## src/rtl/rr_mux_arbiter_pkg.sv

```systemverilog
// Shared constants and helpers for the round-robin / fixed-select output arbiter.
package rr_mux_arbiter_pkg;

    localparam logic MODE_FIXED = 1'b0;
    localparam logic MODE_RR    = 1'b1;

    localparam int DEFAULT_WIDTH = 32;
    localparam int DEFAULT_N     = 5;
    localparam int DEFAULT_SELW  = 3;

    // Next channel index after idx, wrapping back to 0 at n.
    function automatic int mod_inc(input int idx, input int n);
        return (idx + 1 >= n) ? 0 : idx + 1;
    endfunction

endpackage

```

## src/rtl/rr_mux_arbiter_pick.sv

```systemverilog
// Rotating priority encoder: first set request at or after base, with wrap-around.
module rr_priority_pick
    import rr_mux_arbiter_pkg::*;
#(
    parameter int N    = DEFAULT_N,
    parameter int SELW = DEFAULT_SELW
) (
    input  logic [N-1:0]    req,
    input  logic [SELW-1:0] base,
    output logic            found,
    output logic [SELW-1:0] index
);

    localparam int IW = $clog2(2 * N);
    localparam logic [SELW:0] N_W = (SELW + 1)'(N);

    logic [2*N-1:0]  doubled;
    logic [IW-1:0]   pos;
    logic [SELW-1:0] offset;
    logic [SELW:0]   sum;

    // Doubling the vector lets a plain scan from base cover the wrap without modulo logic.
    always_comb begin
        doubled = {req, req};
        found   = 1'b0;
        offset  = '0;
        pos     = '0;
        for (int i = N - 1; i >= 0; i--) begin
            pos = IW'(base) + IW'(i);
            if (doubled[pos]) begin
                found  = 1'b1;
                offset = SELW'(i);
            end
        end
        sum = {1'b0, base} + {1'b0, offset};
        if (sum >= N_W) begin
            sum = sum - N_W;
        end
        index = sum[SELW-1:0];
    end

endmodule

```

## src/rtl/rr_mux_arbiter.sv

```systemverilog
// N-input registered selector: fixed Sel forwarding or round-robin arbitration, one output stage.
module rr_mux_arbiter
    import rr_mux_arbiter_pkg::*;
#(
    parameter int WIDTH = DEFAULT_WIDTH,
    parameter int N     = DEFAULT_N,
    parameter int SELW  = DEFAULT_SELW
) (
    input  logic               Clk,
    input  logic               Reset,
    input  logic               Mode,
    input  logic [SELW-1:0]    Sel,
    input  logic [N-1:0]       InValid,
    input  logic [N*WIDTH-1:0] InData,
    output logic [N-1:0]       InReady,
    output logic               OutValid,
    output logic [WIDTH-1:0]   OutData,
    output logic [SELW-1:0]    OutSrc,
    input  logic               OutReady
);

    // Handshake: a word moves on a rising edge when valid and ready are both high in that
    // cycle; ready may depend on valid (round-robin), valid must not wait on ready.

    logic             load;
    logic             fixed_valid;
    logic             rr_found;
    logic [SELW-1:0]  rr_index;
    logic [SELW-1:0]  rr_start;
    logic [SELW-1:0]  last;
    logic             grant;
    logic [SELW-1:0]  grant_idx;
    logic [WIDTH-1:0] grant_data;

    assign load     = !OutValid || OutReady;
    assign rr_start = SELW'(mod_inc(int'(last), N));

    rr_priority_pick #(
        .N    (N),
        .SELW (SELW)
    ) u_pick (
        .req   (InValid),
        .base  (rr_start),
        .found (rr_found),
        .index (rr_index)
    );

    // Sel values at or above N match no channel, so they never produce a grant.
    always_comb begin
        fixed_valid = 1'b0;
        for (int k = 0; k < N; k++) begin
            if (Sel == SELW'(k)) begin
                fixed_valid = InValid[k];
            end
        end
    end

    assign grant     = load && ((Mode == MODE_RR) ? rr_found : fixed_valid);
    assign grant_idx = (Mode == MODE_RR) ? rr_index : Sel;

    always_comb begin
        InReady    = '0;
        grant_data = '0;
        for (int k = 0; k < N; k++) begin
            if (grant_idx == SELW'(k)) begin
                InReady[k] = grant;
                grant_data = InData[k*WIDTH +: WIDTH];
            end
        end
    end

    // Last only advances on round-robin grants so fixed-mode traffic does not disturb rotation.
    always_ff @(posedge Clk or negedge Reset) begin
        if (!Reset) begin
            OutValid <= 1'b0;
            OutData  <= '0;
            OutSrc   <= '0;
            last     <= SELW'(N - 1);
        end else if (load) begin
            if (grant) begin
                OutValid <= 1'b1;
                OutData  <= grant_data;
                OutSrc   <= grant_idx;
                if (Mode == MODE_RR) begin
                    last <= grant_idx;
                end
            end else begin
                OutValid <= 1'b0;
            end
        end
    end

endmodule

```

## config.mk

```make
export PLATFORM = sky130hd
export DESIGN_NAME = rr_mux_arbiter
export DESIGN_NICKNAME = d
export VERILOG_FILES = /design/src/rtl/rr_mux_arbiter_pkg.sv /design/src/rtl/rr_mux_arbiter_pick.sv /design/src/rtl/rr_mux_arbiter.sv
export SDC_FILE = /design/constraint.sdc
export NUM_CORES = 1
export LEC_CHECK = 0
export BUFFER_PORTS_ARGS = -buffer_cell sky130_fd_sc_hd__buf_4
export CORE_ASPECT_RATIO = 1.75
export CORE_MARGIN = 2
export CORE_UTILIZATION = 29
export DETAILED_ROUTE_END_ITERATION = 8
export PLACE_DENSITY_LB_ADDON = 0.12
export RECOVER_POWER = 25
export SYNTH_ARGS = -nofsm -noshare
export SYNTH_HDL_FRONTEND = slang
export SYNTH_SLANG_ARGS = --single-unit
```

## constraint.sdc

```tcl
create_clock -name Clk -period 19.7 [get_ports Clk]
set_input_delay 1.97 -clock Clk [delete_from_list [all_inputs] [get_ports Clk]]
set_output_delay 1.97 -clock Clk [all_outputs]
set_load 0.01 [all_outputs]
```

==> results of run 1 <==
path summary, 6_finish.rpt:
path                            startpoint          end  slack [ns]  cells after the start
worst min-delay path             OutSrc[2]    OutSrc[2]        0.50                      1
worst max register to register     last[0]  OutData[15]       12.07                     28
min in group asynchronous            Reset     OutValid        2.41                      1
worst max-delay path               last[0]   InReady[2]       10.36                     27
max in group asynchronous            Reset  OutData[13]       15.90                      1
worst min register to register   OutSrc[2]    OutSrc[2]        0.50                      1
final cells by class:
cell class	instances	area, um^2	area share (%)
multi-input combinational	339	2860	48.1
timing repair buffer	221	1660	27.8
tap	177	221	3.72
clock buffer	6	139	2.33
clock inverter	2	35.0	0.588
sequential	39	977	16.4
inverter	15	61.3	1.03
cell families after synthesis:
| family | after synthesis | synth area share [%] |
|---|---|---|
| flops | 39 | 23.5 |
| xor+xnor | 3 | 0.632 |
| fa+ha+maj | 10 | 3.19 |
| simple gates | 156 | 16.9 |
| compound gates | 119 | 32.5 |
| buf+inv | 52 | 8.42 |
| mux | 51 | 14.9 |
layer usage:
layer	routed length, um	up-vias
met5	0	-
li1	-	2010
met4	459	0
met1	5580	1998
met2	9050	159
met3	928	18
metrics by stage:
| step | cells | power [W] | utilization, % | hold slack [ns] |
|---|---|---|---|---|
| final | 799 | 0.00134 | 42.6 | 0.501 |
| after global placement | 791 | 0.00124 | 41.4 | 0.477 |
| after floorplan | 430 | 0.00102 | - | 0.510 |
| after global routing | 799 | 0.00144 | 42.6 | 0.502 |
| after detailed placement | 791 | 0.00125 | 41.4 | 0.482 |
| after CTS | 799 | 0.00136 | 42.6 | 0.499 |
synth_stat cells (5+ instances only):
library cell / n
nor2b_1: 7
a21oi_1: 14
o21ai_0: 7
dfrtp_1: 38
a221oi_2: 59
nor2_1: 41
ha_1: 9
mux2_2: 9
mux4_2: 5
nand3_1: 5
nand2_1: 76
buf_6: 10
buf_4: 7
mux2i_1: 9
buf_2: 12
inv_1: 13
clkbuf_1: 5
a31oi_1: 5
mux2_1: 27
a221oi_1: 5
sequential cells by signal (all words and copies together), names as in the netlist:
register  count
OutData      32
OutSrc        3
OutValid      1
last          3
power groups by stage:
| stage | registers, W | clock network [W] | logic, W |
|---|---|---|---|
| 5_1_grt | 0.000153 | 0.000102 | 0.00119 |
| 3_3_place_gp | 0.000147 | 0 | 0.00110 |
| 2_1_floorplan | 0.000163 | 0 | 0.000862 |
| 4_1_cts | 0.000148 | 0.000101 | 0.00111 |
| 6_report | 0.000148 | 0.0000978 | 0.00109 |
| 3_5_place_dp | 0.000149 | 0 | 0.00110 |
==> run metrics, run 1 <==
vias in the first global route=4315; hold_buf cts=0; endpoints failing hold=0; IO Pins=213; Top cell by count, worst path=inv_1; n_diodes=0; clk buf depth=2; max frequency=0.107 GHz; commonest non-fill, non-tap cell in the layout=buf_4; nets@finish=approximately 800; iteration count of the initial detailed-routing pass=4; Mapped Cells=430; failing checks=capacitance limit, slew limit; switching share of total power=a little over half; CP Buf/Inv Count=7; asr flop ratio synth=100%; synthesized area=4160 um^2; initial antenna violation count=0; warnings from Yosys=0; deepest level of the CTS H-tree=2; GR met2 Demand/Resource=39.9%; Slew Viols, Final=40; Worst path max stage delay=0.64 ns; CTS Buf Count=5; unrepaired setup endpoints after global routing=false; final setup TNS=0 ns; critical path arrival=between 7 and 8 ns; GRT Total Usage=20.0%; die height=162 um; Placed Instance Area=5780 um^2; clock root buffer=clkbuf_16; Pwr Density=approximately 220 nW/um^2; status=complete, but fails checks; Avg Cell Area, Syn=9.67 um^2; Post-synth EDFFs=0; Setup Viol. Count Final=0; Yosys top cell area share=22.9%; Top Family by Delay on Critical Path=compound AO/OA/AOI/OAI gates; Worst Setup End Kind=primary output; Routed WL per cell=20.1 um; crit path max fanout=37; top cells by area, synth=dfrtp_1 23%, a221oi_2 21%, mux2_1 7.3%; met3 usage=2.13%; Rows=57; full die area=roughly 15000 um^2; Flop pwr share=11.0%; Seq cells post-synth=39; syn_nets=a little over 600; Hold Path Class=flop to flop; GRT overflow=0; Final period util=a little under half; Sinks on Clock Net=39; critical path required time=17.73 ns; post-DR vias/cell=5.24; largest net degree at the start of global routing=40; Worst-Margin Slew=approximately 2.4 ns; Setup WS post-layout=between 10 and 15 ns; Post-Layout Inst Area=5950 um^2; Int Power=0.000627 W; VDD IR-drop max=209 uV; first-pass GRT wire length=23.5 mm; GR peak layer=met2; commonest non-fill, non-tap cells in the layout=220 x buf_4, 75 x nand2_1, 59 x a221oi_2, 41 x nor2_1, 38 x dfrtp_1; clock share of power=7.3%; via count=4185; die width=approximately 95 um; Sw Pwr=between 0.0007 and 0.0008 W; met1 global-route usage=20.9%; clk_skew=0.00567 ns; Routed WL=around 16 mm; Period minus WS final=between 9 and 10 ns; post-CTS setup buffers=0; share of post-route cells with drive strength above 1=51.9%; Netlist cell types=64; Port Buffers=~210; worst skew pair latency=0.28 ns; slew margin rel.=-61.2%; fill cell count=1441; ANT nets after route=0; area grow syn2layout=43.1%; slowest CP cell=nor2b_1; DRC=0; Crit Path Class=flop to primary output; sequential element share of the synthesized area=23.5%; Initial Utilization=29.8%; Core Area=14000 um^2; Starting DRT DRC Count=approximately 140; Comb pwr share=81.7%; GPL Wtd Cong=0.913; Lkg Pwr=2.65 nW; predominant post-synthesis flop cell=dfrtp_1; Max-Cap Viols=1; CTS tree=done; Post-CTS Resized=0; dpl ws=10.78 ns; crit start category=flop; post-synth top area cell=dfrtp_1; DPL Wire Length=~12 mm; Clock transition at path regs=0.06 ns
(Power assumes the default switching activity.)
==> run 2, diff against run 1 <==
- clock period: 19.7 -> 8.25 ns (I/O delays scaled with it)
==> run 2 against run 1 <==
Cell count grew 0.13%. The flow still finishes with violations (capacitance limit, slew limit). Sequential power rose by 140%. Critical path type unchanged. Worst hold slack improved by 0.0055 ns. Utilization shrank 0.17 points. Clock power grew 91%. First-iteration DRC count decreased by 43%. Via count increased by 0.62%. Largest power group unchanged.
==> run metrics, run 2 (same netlist as run 1, synthesis figures left out) <==
commonest non-fill, non-tap cells in the layout=221 x buf_4, 75 x nand2_1, 59 x a221oi_2, 41 x nor2_1, 38 x dfrtp_1; DRC=0 (unchanged); Core Area=14000 um^2 (unchanged); CTS Buf Count=5 (unchanged); endpoints failing hold=0 (unchanged); Port Buffers=212 (unchanged); commonest non-fill, non-tap cell in the layout=buf_4; Starting DRT DRC Count=81 (-43%); vias in the first global route=4417 (+2.4%); Routed WL=15.8 mm (-1.1%); GRT Total Usage=20.1% (+0.048 points); Initial Utilization=29.8% (unchanged); Rows=57 (unchanged); Worst Hold Path Cells=1 (unchanged); Hold Path Class=flop to flop; Lkg Pwr=2.64 nW (-0.32%); Period minus WS final=about 7.5 ns; final setup TNS=0 ns (unchanged); post-CTS setup buffers=0 (unchanged); Top Family by Delay on Critical Path=compound AO/OA/AOI/OAI gates; slowest CP cell=a2111oi_1; IO Pins=213 (unchanged); iteration count of the initial detailed-routing pass=4 (unchanged); VDD IR-drop max=493 uV (+140%); Sinks on Clock Net=39 (unchanged); critical path arrival=6.71 ns (-0.66 ns); Routed WL per cell=19.8 um (-1.3%); crit start category=flop; status=complete, but fails checks; Clock transition at path regs=0.06 ns (about the same); DPL Wire Length=12.5 mm (+1.5%); post-DR vias/cell=5.26 (+0.50%); area grow syn2layout=42.5%; clk buf depth=2 (unchanged); ANT nets after route=0 (unchanged); die width=94.5 um (unchanged); R2R cell count=27 (-3.6%); nets@finish=804 (+0.12%); Crit Path Class=flop to primary output; share of post-route cells with drive strength above 1=52.2% (+0.24 points); CP Depth=25 (-7.4%); Setup Viol. Count Final=0 (unchanged); full die area=15400 um^2 (unchanged); Worst Setup End Kind=primary output; largest net degree at the start of global routing=40 (unchanged); Top cell by count, worst path=inv_1; Worst path max stage delay=0.56 ns (-0.08 ns); worst skew pair latency=0.28 ns (about the same); CP Buf/Inv Count=6 (-1); n_diodes=0 (unchanged); Slew Viols, Final=40 (unchanged); max frequency=0.133 GHz; first-pass GRT wire length=23.9 mm (+1.3%); die height=162 um (unchanged); crit path max fanout=14 (-62%); unrepaired setup endpoints after global routing=false; critical path required time=7.42 ns (-10.31 ns); initial antenna violation count=0 (unchanged); Worst-Margin Slew=2.31 ns (-0.105 ns); top flop regs=OutData: 32 flops, OutSrc: 3 flops, last: 3 flops; Final period util=roughly 91%; GPL Wtd Cong=0.912 (-0.11%); deepest level of the CTS H-tree=2 (unchanged); CTS tree=done; clock root buffer=clkbuf_16; slew margin rel.=-54.2% (+7.0 points); Pwr Density=537 nW/um^2 (+140%); Largest Register=OutData; via count=4211 (+0.62%); hold_ws=0.506 ns (+0.00551 ns); max reg flops=32 (unchanged); Max-Cap Viols=1 (unchanged); GRT overflow=0 (unchanged); clk_skew=0.00274 ns (-0.00293 ns); failing checks=capacitance limit, slew limit
==> run 2: cell types whose count changed in the layout (fill, tap and decap cells not counted) <==
cell / delta
clkinv_2: +2
nor2b_2: +1
clkbuf_8: -1
buf_4: +1
nor2b_1: -1
bufinv_16: -1
==> run 2: per-layer routing <==
layer	vias to the layer above	GRT usage (%)	routed length (um)
met5	-	0	0
li1	2011	-	-
met3	32	1.90	802
met2	158	39.0	8710
met1	2010	20.9	5620
met4	0	9.62	710
==> run 2: path summary, 6_finish.rpt <==
kind	startpoint	slack (ns)	to
worst min register to register	OutSrc[2]	0.51	OutSrc[2]
max in group asynchronous	Reset	5.69	OutData[13]
worst max register to register	last[0]	1.01	OutData[22]
min in group asynchronous	Reset	1.23	OutValid
worst max-delay path	last[0]	0.72	InReady[3]
worst min-delay path	OutSrc[2]	0.51	OutSrc[2]
==> run 2: stage by stage <==
| step | utilization [%] | setup slack [ns] | cells | instance area, um^2 | power, W |
|---|---|---|---|---|---|
| 2_1_floorplan | - | 1.55 | 430 | 4160 | 0.00245 |
| 3_3_place_gp | 41.4 | 0.992 | 792 | 5790 | 0.00300 |
| 3_5_place_dp | 41.4 | 0.835 | 792 | 5790 | 0.00303 |
| 4_1_cts | 42.4 | 0.504 | 800 | 5930 | 0.00323 |
| 6_report | 42.4 | 0.718 | 800 | 5930 | 0.00318 |
| 5_1_grt | 42.4 | 0.162 | 800 | 5930 | 0.00344 |
==> run 2: report_power, final <==
| group | leakage [nW] | internal (W) | switching, W |
|---|---|---|---|
| Combinational | 2.12 | 0.00106 | 0.00158 |
| Sequential | 0.448 | 0.000294 | 0.0000580 |
| Clock | 0.0733 | 0.000110 | 0.0000764 |
==> run 2: final cells by class <==
type	count	area, um^2
fillers	1422	8050
multi-input cells	339	2870
repair buffers	222	1660
flip-flops and latches	39	977
well taps	177	221
clock buffers	5	125
inverters	15	61.3
clock inverters	3	15.0
==> run 2: timing repair <==
item	CTS	global route
hold buffers	0	0
setup endpoints to repair	0	5
resized for setup	0	1
